==> src/rtl/vpu_instruction_queue_mp_pkg.sv <==
// Shared VPU types for the multi-port instruction queue: uOP format, functional-unit
// enum and the queue entry record.
package vpu_instruction_queue_mp_pkg;

   typedef enum logic [1:0] {
      VALU = 2'd0,
      VMUL = 2'd1,
      VLSU = 2'd2,
      VCFG = 2'd3
   } vpu_fu_e;

   typedef struct packed {
      vpu_fu_e    fu;
      logic [7:0] id;
      logic [4:0] vd;
      logic [4:0] vs1;
      logic [4:0] vs2;
   } VPU_uOP_t;

   localparam int VIQ_DEPTH = 8;

   typedef struct packed {
      logic     valid;
      VPU_uOP_t uop;
   } VIQ_ENTRY_t;

   // Config uOPs are consumed by the config path and never occupy a queue slot.
   function automatic logic is_vcfg(input VPU_uOP_t u);
      return u.fu == VCFG;
   endfunction

endpackage

==> src/rtl/vpu_instruction_queue_mp_if.sv <==
// Decode/dispatch handshake bundle of the instruction queue; the queue takes the
// slave modport, decoder/dispatcher side (or a bench) takes the master modport.
interface vpu_instruction_queue_mp_if #(
   parameter int DISP_WIDTH = 2,
   parameter int CNT_W      = 4
);
   import vpu_instruction_queue_mp_pkg::*;

   logic                            flush_i;
   logic                            decode_entry_valid_i;
   VPU_uOP_t                        decode_entry_i;
   logic                            decode_accept_o;
   logic     [DISP_WIDTH-1:0]       dispatch_valid_o;
   VPU_uOP_t [DISP_WIDTH-1:0]       dispatch_entry_o;
   logic     [DISP_WIDTH-1:0]       dispatch_ack_i;
   logic     [CNT_W-1:0]            count_o;
   logic                            almost_full_o;

   modport slave (
      input  flush_i, decode_entry_valid_i, decode_entry_i, dispatch_ack_i,
      output decode_accept_o, dispatch_valid_o, dispatch_entry_o, count_o, almost_full_o
   );

   modport master (
      output flush_i, decode_entry_valid_i, decode_entry_i, dispatch_ack_i,
      input  decode_accept_o, dispatch_valid_o, dispatch_entry_o, count_o, almost_full_o
   );

endinterface

==> src/rtl/vpu_instruction_queue_mp_ptr_wrap.sv <==
// Modulo-DEPTH pointer advance by a small increment (0..DISP_WIDTH); works for
// non-power-of-2 depths because the increment never exceeds DEPTH.
module vpu_viq_ptr_wrap #(
   parameter int DEPTH = 8,
   parameter int INC_W = 2,
   localparam int PTR_W = $clog2(DEPTH)
) (
   input  logic [PTR_W-1:0] ptr_i,
   input  logic [INC_W-1:0] inc_i,
   output logic [PTR_W-1:0] ptr_o
);
   localparam int SUM_W = PTR_W + 1;

   logic [SUM_W-1:0] sum;
   logic [SUM_W-1:0] wrapped;

   always_comb begin
      sum     = {1'b0, ptr_i} + SUM_W'(inc_i);
      wrapped = (sum >= SUM_W'(DEPTH)) ? (sum - SUM_W'(DEPTH)) : sum;
      ptr_o   = wrapped[PTR_W-1:0];
   end

endmodule

==> src/rtl/vpu_instruction_queue_mp.sv <==
// In-order uOP queue presenting up to DISP_WIDTH oldest entries per cycle.
// Optional zero-latency empty-queue bypass under `define VPU_VIQ_BYPASS_EN.
module vpu_instruction_queue_mp
   import vpu_instruction_queue_mp_pkg::*;
#(
   parameter int DEPTH      = VIQ_DEPTH,
   parameter int DISP_WIDTH = 2,
   parameter int AFULL_TH   = 2
) (
   input logic                          clk_i,
   input logic                          rst_ni,
   vpu_instruction_queue_mp_if.slave    viq
);
   localparam int PTR_W = $clog2(DEPTH);
   localparam int CNT_W = $clog2(DEPTH + 1);
   localparam int POP_W = $clog2(DISP_WIDTH + 1);

   logic [PTR_W-1:0]      head_q, head_d, tail_q, tail_d;
   logic [PTR_W-1:0]      head_inc, tail_inc;
   logic [CNT_W-1:0]      count_q, count_d;
   VIQ_ENTRY_t            entries_q [DEPTH];
   VIQ_ENTRY_t            entries_d [DEPTH];
   logic [PTR_W-1:0]      slot_idx [DISP_WIDTH];
   logic [DISP_WIDTH-1:0] queued_valid;
   logic [POP_W-1:0]      pops;
   logic                  ack_run;
   logic                  vcfg_uop;
   logic                  push_req;
   logic                  push;
`ifdef VPU_VIQ_BYPASS_EN
   logic                  bypass_hit;
   logic                  bypass_take;
`endif

   vpu_viq_ptr_wrap #(.DEPTH(DEPTH), .INC_W(POP_W)) u_head_wrap (
      .ptr_i (head_q), .inc_i (pops), .ptr_o (head_inc)
   );

   vpu_viq_ptr_wrap #(.DEPTH(DEPTH), .INC_W(POP_W)) u_tail_wrap (
      .ptr_i (tail_q), .inc_i (POP_W'(push)), .ptr_o (tail_inc)
   );

   for (genvar gi = 0; gi < DISP_WIDTH; gi++) begin : gen_slot
      vpu_viq_ptr_wrap #(.DEPTH(DEPTH), .INC_W(POP_W)) u_slot_wrap (
         .ptr_i (head_q), .inc_i (POP_W'(gi)), .ptr_o (slot_idx[gi])
      );
      assign queued_valid[gi] = (count_q > CNT_W'(gi)) & entries_q[slot_idx[gi]].valid;
   end

   // Only the thermometer prefix of acks on queued entries counts as pops.
   always_comb begin
      pops    = '0;
      ack_run = 1'b1;
      for (int k = 0; k < DISP_WIDTH; k++) begin
         ack_run = ack_run & viq.dispatch_ack_i[k] & queued_valid[k];
         pops    = pops + POP_W'(ack_run);
      end
   end

   always_comb begin
      vcfg_uop = is_vcfg(viq.decode_entry_i);
      push_req = viq.decode_entry_valid_i & ~viq.flush_i & ~vcfg_uop;
`ifdef VPU_VIQ_BYPASS_EN
      bypass_hit  = push_req & (count_q == '0);
      bypass_take = bypass_hit & viq.dispatch_ack_i[0];
      push        = push_req & (count_q < CNT_W'(DEPTH)) & ~bypass_take;
      viq.decode_accept_o = rst_ni & (vcfg_uop ? (viq.decode_entry_valid_i & ~viq.flush_i)
                                               : (push | bypass_take));
`else
      push = push_req & (count_q < CNT_W'(DEPTH));
      viq.decode_accept_o = rst_ni & (vcfg_uop ? (viq.decode_entry_valid_i & ~viq.flush_i)
                                               : push);
`endif
   end

   always_comb begin
      head_d    = head_inc;
      tail_d    = tail_inc;
      count_d   = count_q + CNT_W'(push) - CNT_W'(pops);
      entries_d = entries_q;
      for (int k = 0; k < DISP_WIDTH; k++) begin
         if (POP_W'(k) < pops) entries_d[slot_idx[k]].valid = 1'b0;
      end
      if (push) begin
         entries_d[tail_q].valid = 1'b1;
         entries_d[tail_q].uop   = viq.decode_entry_i;
      end
      if (viq.flush_i) begin
         head_d  = '0;
         tail_d  = '0;
         count_d = '0;
         for (int i = 0; i < DEPTH; i++) entries_d[i].valid = 1'b0;
      end
   end

   // Payloads are deliberately left out of reset; only the valid bits matter.
   always_ff @(posedge clk_i or negedge rst_ni) begin
      if (!rst_ni) begin
         head_q  <= '0;
         tail_q  <= '0;
         count_q <= '0;
         for (int i = 0; i < DEPTH; i++) entries_q[i].valid <= 1'b0;
      end else begin
         head_q    <= head_d;
         tail_q    <= tail_d;
         count_q   <= count_d;
         entries_q <= entries_d;
      end
   end

   always_comb begin
      for (int k = 0; k < DISP_WIDTH; k++) begin
         viq.dispatch_valid_o[k] = rst_ni & queued_valid[k];
         viq.dispatch_entry_o[k] = entries_q[slot_idx[k]].uop;
      end
`ifdef VPU_VIQ_BYPASS_EN
      if (bypass_hit) begin
         viq.dispatch_valid_o[0] = rst_ni;
         viq.dispatch_entry_o[0] = viq.decode_entry_i;
      end
`endif
   end

   assign viq.count_o       = count_q;
   assign viq.almost_full_o = (int'(DEPTH) - int'(count_q)) <= AFULL_TH;

   if (DISP_WIDTH > 1) begin : gen_thermo_chk
      ack_thermometer: assert property (@(posedge clk_i) disable iff (!rst_ni)
         viq.dispatch_ack_i[1] |-> viq.dispatch_ack_i[0]);
   end

endmodule

==> src/flat_wrapper.sv <==
// flat-port wrapper written by rule: the top's interface ports become plain ports
module vpu_instruction_queue_mp_flat import vpu_instruction_queue_mp_pkg::*;
#(
   parameter int DEPTH      = VIQ_DEPTH,
   parameter int DISP_WIDTH = 2,
   parameter int AFULL_TH   = 2
)
  (clk_i, rst_ni, viq_flush_i, viq_decode_entry_valid_i, viq_decode_entry_i, viq_dispatch_ack_i, viq_decode_accept_o, viq_dispatch_valid_o, viq_dispatch_entry_o, viq_count_o, viq_almost_full_o);
  vpu_instruction_queue_mp_if #(.DISP_WIDTH(DISP_WIDTH), .CNT_W(($clog2(DEPTH + 1)))) viq_i ();
  input logic clk_i;
  input logic rst_ni;
  input wire logic [$bits(viq_i.flush_i)-1:0] viq_flush_i;
  input wire logic [$bits(viq_i.decode_entry_valid_i)-1:0] viq_decode_entry_valid_i;
  input wire logic [$bits(viq_i.decode_entry_i)-1:0] viq_decode_entry_i;
  input wire logic [$bits(viq_i.dispatch_ack_i)-1:0] viq_dispatch_ack_i;
  output wire logic [$bits(viq_i.decode_accept_o)-1:0] viq_decode_accept_o;
  output wire logic [$bits(viq_i.dispatch_valid_o)-1:0] viq_dispatch_valid_o;
  output wire logic [$bits(viq_i.dispatch_entry_o)-1:0] viq_dispatch_entry_o;
  output wire logic [$bits(viq_i.count_o)-1:0] viq_count_o;
  output wire logic [$bits(viq_i.almost_full_o)-1:0] viq_almost_full_o;
  assign viq_i.flush_i = viq_flush_i;
  assign viq_i.decode_entry_valid_i = viq_decode_entry_valid_i;
  assign viq_i.decode_entry_i = viq_decode_entry_i;
  assign viq_i.dispatch_ack_i = viq_dispatch_ack_i;
  assign viq_decode_accept_o = viq_i.decode_accept_o;
  assign viq_dispatch_valid_o = viq_i.dispatch_valid_o;
  assign viq_dispatch_entry_o = viq_i.dispatch_entry_o;
  assign viq_count_o = viq_i.count_o;
  assign viq_almost_full_o = viq_i.almost_full_o;
  vpu_instruction_queue_mp #(.DEPTH(DEPTH), .DISP_WIDTH(DISP_WIDTH), .AFULL_TH(AFULL_TH)) u_core (.clk_i(clk_i), .rst_ni(rst_ni), .viq(viq_i));
endmodule
==> config.mk <==
export PLATFORM = sky130hd
export DESIGN_NAME = vpu_instruction_queue_mp_flat
export DESIGN_NICKNAME = d
export VERILOG_FILES = /design/src/rtl/vpu_instruction_queue_mp_pkg.sv /design/src/rtl/vpu_instruction_queue_mp_if.sv /design/src/rtl/vpu_instruction_queue_mp_ptr_wrap.sv /design/src/rtl/vpu_instruction_queue_mp.sv /design/src/flat_wrapper.sv
export SDC_FILE = /design/constraint.sdc
export NUM_CORES = 1
export LEC_CHECK = 0
export BUFFER_PORTS_ARGS = -buffer_cell sky130_fd_sc_hd__buf_2
export CORE_MARGIN = 4
export CORE_UTILIZATION = 24
export DETAILED_ROUTE_END_ITERATION = 7
export SETUP_SLACK_MARGIN = 0.4
export SLEW_MARGIN = 20
export SYNTH_ARGS = -nofsm -noshare
export SYNTH_HDL_FRONTEND = slang
export SYNTH_HIERARCHICAL = 1
export SYNTH_SLANG_ARGS = --single-unit
==> constraint.sdc <==
create_clock -name clk_i -period 4.45 [get_ports clk_i]
set_input_delay 0.2225 -clock clk_i [delete_from_list [all_inputs] [get_ports clk_i]]
set_output_delay 0.2225 -clock clk_i [all_outputs]
set_load 0.1 [all_outputs]
==> results of run 1 <==
==> flip-flops by register name (all words and copies together), names as in the netlist <==
name and flops:
u_core/entries_q 208, u_core/viq.count_o 4, u_core/head_q 3, u_core/tail_q 3
==> power groups by stage <==
stage | clock network, mW | registers, mW | logic [mW]
final | 2.17 | 2.33 | 2.70
after global routing | 2.31 | 2.33 | 2.85
after CTS | 2.22 | 2.33 | 2.74
after detailed placement | 0 | 2.37 | 2.73
after global placement | 0 | 2.36 | 2.72
after floorplan | 0 | 2.44 | 2.12
==> logic make-up after synthesis <==
group,Yosys count,share of synthesized area
compound gates,29,0.02012
xor+xnor,6,0.004402
flops,218,0.5408
mux,157,0.2420
other cells,2,0.0006290
fa+ha+maj,21,0.02515
buf+inv,64,0.02400
simple gates,266,0.1429
==> synth_stat cells, drive strengths merged (2+ instances only) <==
master,n
fa,5
conb,2
o311ai,2
and2,209
edfxtp,200
nand3b,2
nor2,7
buf,31
o22ai,4
o32ai,4
nand2b,9
xor2,4
nand3,5
o21ai,2
nor3,7
o21bai,4
a21oi,2
ha,16
nor4,3
mux4,100
dfrtp,18
xnor2,2
clkbuf,19
nor2b,10
a31o,2
o32a,2
mux2i,4
inv,14
mux2,53
nand2,8
nand4,2
==> metrics by stage <==
| stage | instance area, µm² | util | instances |
|---|---|---|---|
| after floorplan | 11960 | - | 766 |
| after global placement | 13300 | 0.2711 | 1499 |
| after detailed placement | 13300 | 0.2711 | 1499 |
| after CTS | 14180 | 0.2891 | 1547 |
| after global routing | 14200 | 0.2895 | 1550 |
| final | 14210 | 0.2897 | 1554 |
==> how the worst max path moves through the flow <==
stage	startpoint	end	slack (ns)	depth (start not counted)
2_1_floorplan	u_core/viq.count_o[2]	u_core/viq.count_o[2]	0.40	13
3_3_place_gp	u_core/head_q[1]	u_core/viq.count_o[2]	0.64	11
3_5_place_dp	u_core/head_q[1]	u_core/viq.count_o[2]	0.58	11
4_1_cts	u_core/head_q[0]	viq_dispatch_entry_o[44]	0.54	5
5_1_grt	u_core/head_q[0]	viq_dispatch_entry_o[44]	0.43	5
6_report	u_core/head_q[0]	u_core/viq.count_o[2]	0.62	13
==> routing by layer <==
layer / wire [µm] / track usage
met5: 13 / 0
met4: 406 / 0.01879
met3: 2596 / 0.03528
met2: 16270 / 0.2090
met1: 13740 / 0.1584
==> what timing repair did <==
item                                    CTS  global route
hold buffers                              1             0
resized for setup                         0             0
hold endpoints to repair                 18             0
endpoints found under the setup margin    0             2
buffers inserted                          0             3
==> cell type report <==
type,count,area share
sequential,218,0.4545
multi-input combinational,484,0.3716
inverter,14,0.003698
tap,664,0.05846
antenna,4,0.0007044
clock buffer,30,0.04834
clock inverter,17,0.01303
timing repair buffer,123,0.04966
==> worst max-delay path, stage by stage, from the launching register on <==
cell	delay (ns)
dfrtp_1	0.46
ha_4	0.19
fa_2	0.58
nand2b_1	0.19
o22ai_1	0.11
o21bai_1	0.19
or4_1	0.52
ha_1	0.34
ha_1	0.28
inv_1	0.04
ha_1	0.19
fa_1	0.38
xnor2_1	0.17
nor2_1	0.06
==> metrics.txt, run 1 <==
first-pass GRT wire length 49220 µm; PortBufs 88; die area 53380 µm²; Worst Path Required 4.85 ns; status finished clean; clock share of power 0.301; pin count of the biggest net entering global routing 57; largest cells by area after synthesis edfxtp_1, mux4_2, and2_1; final setup margin 0.6153 ns; Hold WS 0.05205 ns; filler instances 4982; RSZ-0062 raised after global routing false; Power Internal 4.375 mW; worst vdd ir 0.4099 mV; fraction of registers with async set/reset 0.08257; Synth Register Bits 218; EDFF count, synth 200; Final Hold Fails 0; Antenna Nets Post-Route 0; number of max-cap violations 0; die span in x 231.0 µm; Final nets 919; register area share after synthesis 0.5408; arrival time at the worst endpoint 4.24 ns; Clock Tree Buf Depth 3; Total Power 7.192 mW; worst slew pin tran 0.9586 ns; placer congestion estimate 0.8074; R2R cell count 13; Final period util 0.8617; DP Worst Slack 0.5846 ns; Sw Share 0.3917; Initial DRC Count 389; Worst-path clk slew 0.06 ns; CTS Buf Count 26; RR Startpoint u_core/head_q[0]; all-layer global routing usage 0.1224; Worst Hold Launch viq_decode_entry_i[16]; Max Fclk 260.8 MHz; commonest cells after routing, fill and taps aside and2_1, edfxtp_1, mux4_2; # clock sinks 218; area delta synth->final 19.03%; worst hold path class in2reg; setup_tns 0 ns; sequential share of power 0.323; headroom to the max-slew limit 0.3609; WS Path Type reg2reg; vias in the first global route 7533; hpwl dp 20750 µm; Via density 4.466; flip-flop and latch area 6459 µm²; Max FO, Critical Path 6; Worst-Skew Late Latency 0.53 ns; initial antenna violation count 5; drt total wl 33020 µm; area of the multi-input gates 5281 µm²; Synth top area share 0.5030; WHS Endpoint u_core/entries_q[42]; syn avg cell area 15.65 µm²; proportion of layout cells with a drive suffix above 1 0.3758; CP endpoint kind register; PD cells 506.1 nW/µm²; Period minus WS final 3.835 ns; r2r setup slk 0.62 ns; clock skew 0.006050 ns; most common cell after layout, fill and taps aside and2_1; TritonRoute pass-1 iters 5; Root Buffer clkbuf_16; grt total ovfl 0; via count 6940; CORE AREA 49050 µm²; Synth Cell Area 11940 µm²; CTS tree built; post-detailed-route wirelength per cell 21.25 µm; row count 81; combinational group share of total power 0.375; Final setup viols 0; DRC Markers 0; leakage 5.144 nW; Starting Density 0.2434; Mapped Cells 763; r2r endpoint u_core/viq.count_o[2]; CTS H-tree depth 1; yosys synthesis warning count 6; post-synth top area cell edfxtp_1; I/O Pins 89; critical path launch point type register; Net Sw Power 2.817 mW; dominant synthesized flop cell edfxtp_1; fin. max-slew vios 0; Distinct cells, synth 51; hold path cells 2; Die Y-Extent 231.0 µm
(Power assumes the default switching activity.)
==> run 2, diff against run 1 <==
--- a/config.mk
+++ b/config.mk
@@ -5,6 +5,7 @@
 export SDC_FILE = /design/constraint.sdc
 export NUM_CORES = 1
 export LEC_CHECK = 0
+export ABC_AREA = 1
 export BUFFER_PORTS_ARGS = -buffer_cell sky130_fd_sc_hd__buf_2
 export CORE_MARGIN = 4
 export CORE_UTILIZATION = 24
==> constraint.sdc (replaced) <==
create_clock -name clk_i -period 4.2 [get_ports clk_i]
set_input_delay 0.21 -clock clk_i [delete_from_list [all_inputs] [get_ports clk_i]]
set_output_delay 0.21 -clock clk_i [all_outputs]
set_load 0.1 [all_outputs]
==> metrics.txt, run 2 <==
critical path launch point type register; WS Path Type reg2out; setup_tns 0 ns (unchanged); post-synth top area cell edfxtp_1; placer congestion estimate 0.8907 (+10%); Distinct cells, synth 28 (-45%); initial antenna violation count 3 (-2); Antenna Nets Post-Route 0 (unchanged); TritonRoute pass-1 iters 6 (+1); die span in x 230.3 µm (-0.31%); # clock sinks 218 (unchanged); DP Worst Slack 0.7713 ns (+0.1868 ns); Slowest-stage cell, CP o2111ai_1; CP cell instances ha_4, fa_1, inv_1, nand2_1, nand2_1, nand2_1, inv_1, buf_4, o21ai_0, o2111ai_1, clkbuf_4; EDFF count, synth 200 (unchanged); sequential share of power 0.303 (-0.020); Synth top area share 0.5063 (+0.003237); grt total ovfl 0 (unchanged); CP endpoint kind primary output; syn avg cell area 9.311 µm² (-40%); most common cell after layout, fill and taps aside nor2_1; Die Y-Extent 230.3 µm (-0.31%); Initial DRC Count 915 (+140%); via count 9541 (+37%); Post-synth top cells nor2_1, nand2_1, edfxtp_1, o211ai_1, inv_1; CORE AREA 48950 µm² (-0.21%); Synth Cell Area 11860 µm² (-0.64%); Crit path top cell by count nand2_1; final setup margin 0.5654 ns (-0.04993 ns); postcts setup bufs 0 (unchanged); Final nets 1383 (+50%); RSZ-0062 raised after global routing false; CTS H-tree depth 1 (unchanged); dominant synthesized flop cell edfxtp_1; drt total wl 38220 µm (+16%); I/O Pins 89 (unchanged); die area 53050 µm² (-0.61%); Sw Share 0.4794 (+0.08764); row count 81 (unchanged); vias in the first global route 9562 (+27%); hpwl dp 22660 µm (+9.2%); proportion of layout cells with a drive suffix above 1 0.1329 (-0.2430); Final setup viols 0 (unchanged); status finished clean; CTS Buf Count 23 (-12%); clock share of power 0.256 (-0.045); Worst-Skew Late Latency 0.52 ns (about the same); CTS tree built; yosys synthesis warning count 6 (unchanged); combinational group share of total power 0.441 (+0.066); Max stage delay on crit path 0.48 ns (-0.10 ns); commonest cells after routing, fill and taps aside nor2_1, nand2_1, edfxtp_1; fin. max-slew vios 0 (unchanged); Max Fclk 275.1 MHz; register area share after synthesis 0.5442 (+0.003479); Mapped Cells 1274 (+67%); Final Hold Fails 0 (unchanged); Worst-path clk slew 0.06 ns (about the same); worst slew pin tran 0.8206 ns (-0.1380 ns); Final period util 0.8654; Top reg by flops u_core/entries_q; Root Buffer clkbuf_16; worst hold path class in2reg; arrival time at the worst endpoint 3.42 ns (-0.82 ns); Worst Path Required 3.99 ns (-0.86 ns); headroom to the max-slew limit 0.4523 (+0.09142); Via density 4.742 (+6.2%); count leader, synth nor2_1; DRC Markers 0 (unchanged); Clock Tree Buf Depth 3 (unchanged); Max FO, Critical Path 26 (+20); largest cells by area after synthesis edfxtp_1, o211ai_1, nor2_1; number of max-cap violations 0 (unchanged); pin count of the biggest net entering global routing 179 (+210%); Starting Density 0.2423 (-0.001055); Net Sw Power 3.880 mW (+38%); all-layer global routing usage 0.1392 (+0.01675); clock skew 0.005646 ns (-0.0004040 ns); post-detailed-route wirelength per cell 18.99 µm (-11%); Largest register FFs 208 (unchanged); PortBufs 88 (unchanged); Synth Register Bits 218 (unchanged); area delta synth->final 15.51%; first-pass GRT wire length 57080 µm (+16%); fraction of registers with async set/reset 0.08257 (unchanged); Power Internal 4.215 mW (-3.7%); PD cells 590.7 nW/µm² (+17%); worst vdd ir 0.3808 mV (-7.1%); Period minus WS final 3.635 ns; leakage 5.168 nW (+0.47%)
## run 2: worst max-delay path: cells and delay by family (launching register included)
kind,cells,cell delay [ns]
buffers and inverters,4,0.96
AO/OA/AOI/OAI,2,0.64
adder cells (fa/ha/maj),2,0.56
flip-flops,1,0.45
AND/OR/NAND/NOR,3,0.27
## run 2: routing by layer
metal / track usage / part of all wire / wire length (µm) / up-vias
li1: - / - / - / 4494
met1: 0.1733 / 0.41 / 15630 / 4573
met2: 0.2448 / 0.49 / 18840 / 379
met3: 0.01957 / 0.063 / 2397 / 91
met4: 0.05180 / 0.034 / 1317 / 4
met5: 0 / 0.00089 / 34 / -
## run 2: kinds of logic after synthesis
family          synth area share
other cells            0.0006331
simple gates              0.1751
compound gates            0.1654
fa+ha+maj                0.02531
buf+inv                  0.08860
xor+xnor               0.0007385
flops                     0.5442
## run 2: power groups by stage
stage / Sequential [mW] / Clock (mW) / Combinational, mW
6_report: 2.45 / 2.08 / 3.57
2_1_floorplan: 2.59 / 0 / 2.73
3_3_place_gp: 2.50 / 0 / 3.54
4_1_cts: 2.45 / 2.11 / 3.58
3_5_place_dp: 2.50 / 0 / 3.58
5_1_grt: 2.46 / 2.20 / 3.75
## run 2: final cells by class
class | count | area, µm²
inverters | 153 | 580.6
multi-input cells | 825 | 4404
fillers | 5089 | 35250
flip-flops and latches | 218 | 6456
repair buffers | 110 | 675.6
clock inverters | 15 | 156.4
well taps | 664 | 830.8
clock buffers | 26 | 596.8
diodes | 1 | 2.502
## run 2: repair_timing
| action | CTS | global route |
|---|---|---|
| endpoints found under the hold margin | 18 | 0 |
| gates resized for setup | 0 | 2 |
| endpoints found under the setup margin | 0 | 2 |
| hold buffers | 1 | 0 |
## run 2: worst paths after layout
kind | startpoint | endpoint | slack (ns) | cells after the start
hold / removal | viq_flush_i | u_core/head_q[2] | 0.08 | 2
min in group asynchronous | rst_ni | u_core/viq.count_o[0] | 0.19 | 2
max in group asynchronous | rst_ni | u_core/entries_q[51] | 3.68 | 2
setup / recovery | u_core/head_q[0] | viq_dispatch_entry_o[47] | 0.57 | 11
hold reg to reg | u_core/entries_q[77] | u_core/entries_q[77] | 0.60 | 2
setup reg to reg | u_core/head_q[0] | u_core/viq.count_o[3] | 0.75 | 20
## run 2: stage by stage
step                      utilization  cells  hold WS, ns  cell area, µm²  total power [mW]
after global placement         0.2642   1969       0.1877           12930             6.041
final                          0.2799   2012      0.08443           13700             8.095
after CTS                      0.2798   2011      0.08034           13700             8.143
after detailed placement       0.2642   1969       0.2063           12930             6.075
after global routing           0.2799   2011      0.08792           13700             8.401
after floorplan                     -   1277     -0.08559           11880             5.319
==> run 3, diff against run 2 <==
--- a/config.mk
+++ b/config.mk
@@ -10,6 +10,7 @@
 export CORE_MARGIN = 4
 export CORE_UTILIZATION = 24
 export DETAILED_ROUTE_END_ITERATION = 7
+export REMOVE_ABC_BUFFERS = 1
 export SETUP_SLACK_MARGIN = 0.4
 export SLEW_MARGIN = 20
 export SYNTH_ARGS = -nofsm -noshare
==> metrics.txt, run 3 (synthesis results as in run 2) <==
Worst-Skew Late Latency 0.52 ns (about the same); Via density 4.835 (+2.0%); first-pass GRT wire length 56790 µm (-0.50%); Max stage delay on crit path 0.50 ns (+0.02 ns); Final period util 0.8541 (-0.01124); worst hold path class in2reg; CTS tree built; Max FO, Critical Path 26 (unchanged); fin. max-slew vios 0 (unchanged); commonest cells after routing, fill and taps aside nor2_1, nand2_1, edfxtp_1; drt total wl 38290 µm (+0.18%); PortBufs 88 (unchanged); area delta synth->final 15.19%; CTS H-tree depth 1 (unchanged); die area 53050 µm² (unchanged); grt total ovfl 0 (unchanged); Worst Hold Launch viq_flush_i; leakage 5.137 nW (-0.60%); filler instances 5126 (+0.73%); WS Path Type reg2out; R2R cell count 20 (unchanged); PD cells 587.0 nW/µm² (-0.63%); arrival time at the worst endpoint 3.38 ns (-0.04 ns); Final Hold Fails 0 (unchanged); vias in the first global route 9527 (-0.37%); all-layer global routing usage 0.1383 (-0.0009138); Root Buffer clkbuf_16; DRC Markers 0 (unchanged); Final nets 1386 (+0.22%); number of max-cap violations 0 (unchanged); Period minus WS final 3.587 ns (-0.04722 ns); clock skew 0.01281 ns (+0.007161 ns); die span in x 230.3 µm (unchanged); hpwl dp 22920 µm (+1.2%); hold path cells 2 (unchanged); initial antenna violation count 0 (-3); via count 9743 (+2.1%); final core occ 0.2791 (-0.0007930); area of the multi-input gates 4394 µm² (-0.23%); I/O Pins 89 (unchanged); CTS Buf Count 24 (+4.3%); CP cell instances ha_4, fa_1, inv_1, nand2_1, nand2_1, nand2_1, inv_1, buf_4, o21ai_0, o2111ai_1, buf_2; proportion of layout cells with a drive suffix above 1 0.1273 (-0.005575); worst slew pin tran 1.099 ns (+0.2780 ns); Worst Path Required 3.99 ns (about the same); CORE AREA 48950 µm² (unchanged); RSZ-0062 raised after global routing false; Max Fclk 278.8 MHz (+1.3%); Clock Tree Buf Depth 3 (unchanged); critical path launch point type register; row count 81 (unchanged); Starting Density 0.2423 (unchanged); pin count of the biggest net entering global routing 113 (-37%); headroom to the max-slew limit 0.2676 (-0.1847); Initial DRC Count 868 (-5.1%); # clock sinks 218 (unchanged); most common cell after layout, fill and taps aside nor2_1; Worst-path clk slew 0.06 ns (about the same); r2r endpoint u_core/viq.count_o[3]; flip-flop and latch area 6456 µm² (unchanged); worst vdd ir 0.3008 mV (-21%); Die Y-Extent 230.3 µm (unchanged); # diodes 0 (-1); Top reg by flops u_core/entries_q; r2r setup slk 0.79 ns (+0.04 ns); Crit path top cell by count nand2_1; RR Startpoint u_core/head_q[0]; TritonRoute pass-1 iters 5 (-1); CP endpoint kind primary output; Largest register FFs 208 (unchanged); beginning of the critical path u_core/head_q[0]; post-detailed-route wirelength per cell 19.00 µm (about the same); placer congestion estimate 0.8027 (-9.9%); Antenna Nets Post-Route 0 (unchanged); Final setup viols 0 (unchanged); status finished clean; Slowest-stage cell, CP buf_2; Hold WS 0.08586 ns (+0.001422 ns); WHS Endpoint u_core/tail_q[0]
## run 3: where the power goes
group          switching, mW  internal (mW)
registers             0.0449           2.41
clock network          0.849           1.15
logic                   2.98          0.592
total                   3.87           4.15
## run 3: area by class of cell
cell class,instances,area share
clock buffers,31,0.04743
clock inverters,12,0.006318
inverters,153,0.04249
multi-input cells,825,0.3216
flip-flops and latches,218,0.4725
well taps,664,0.06080
repair buffers,112,0.04890
## run 3: routing by layer
metal  vias up  global-route usage  routed length (µm)
li1       4502                   -                   -
met1      4729              0.1756               15660
met2       440              0.2344               18460
met3        72             0.02701                3083
met4         0             0.04934                1075
met5         -                   0                   0
## run 3: worst max-delay path: cells and delay by family, from the launching register on
family                   cells  cell delay [ns]
adder cells (fa/ha/maj)      2             0.56
flip-flops                   1             0.45
buffers and inverters        4             1.04
AO/OA/AOI/OAI                2             0.54
AND/OR/NAND/NOR              3             0.25
## run 3: per-stage QoR
| stage | total power [mW] | instance area, µm² | std cells | setup TNS (ns) | setup WS [ns] |
|---|---|---|---|---|---|
| 6_report | 8.021 | 13660 | 2015 | 0 | 0.6126 |
| 4_1_cts | 8.063 | 13660 | 2015 | 0 | 0.5120 |
| 5_1_grt | 8.334 | 13660 | 2015 | 0 | 0.4086 |
| 2_1_floorplan | 5.226 | 11400 | 1196 | -117.21 | -2.787 |
| 3_3_place_gp | 6.035 | 12910 | 1971 | 0 | 0.8377 |
| 3_5_place_dp | 6.073 | 12910 | 1971 | 0 | 0.7909 |
## run 3: worst max path at each step
stage / endpoint
6_report: viq_dispatch_entry_o[42]
4_1_cts: viq_dispatch_entry_o[46]
2_1_floorplan: viq_dispatch_valid_o[0]
3_5_place_dp: u_core/viq.count_o[3]
3_3_place_gp: u_core/viq.count_o[3]
5_1_grt: viq_dispatch_entry_o[43]
## run 3: what timing repair did
| action | 4_1_cts | 5_1_grt |
|---|---|---|
| gates resized for setup | 0 | 3 |
| hold endpoints to repair | 18 | 0 |
| setup buffers | 0 | 0 |
| hold buffers | 1 | 0 |
| endpoints found under the setup margin | 0 | 3 |
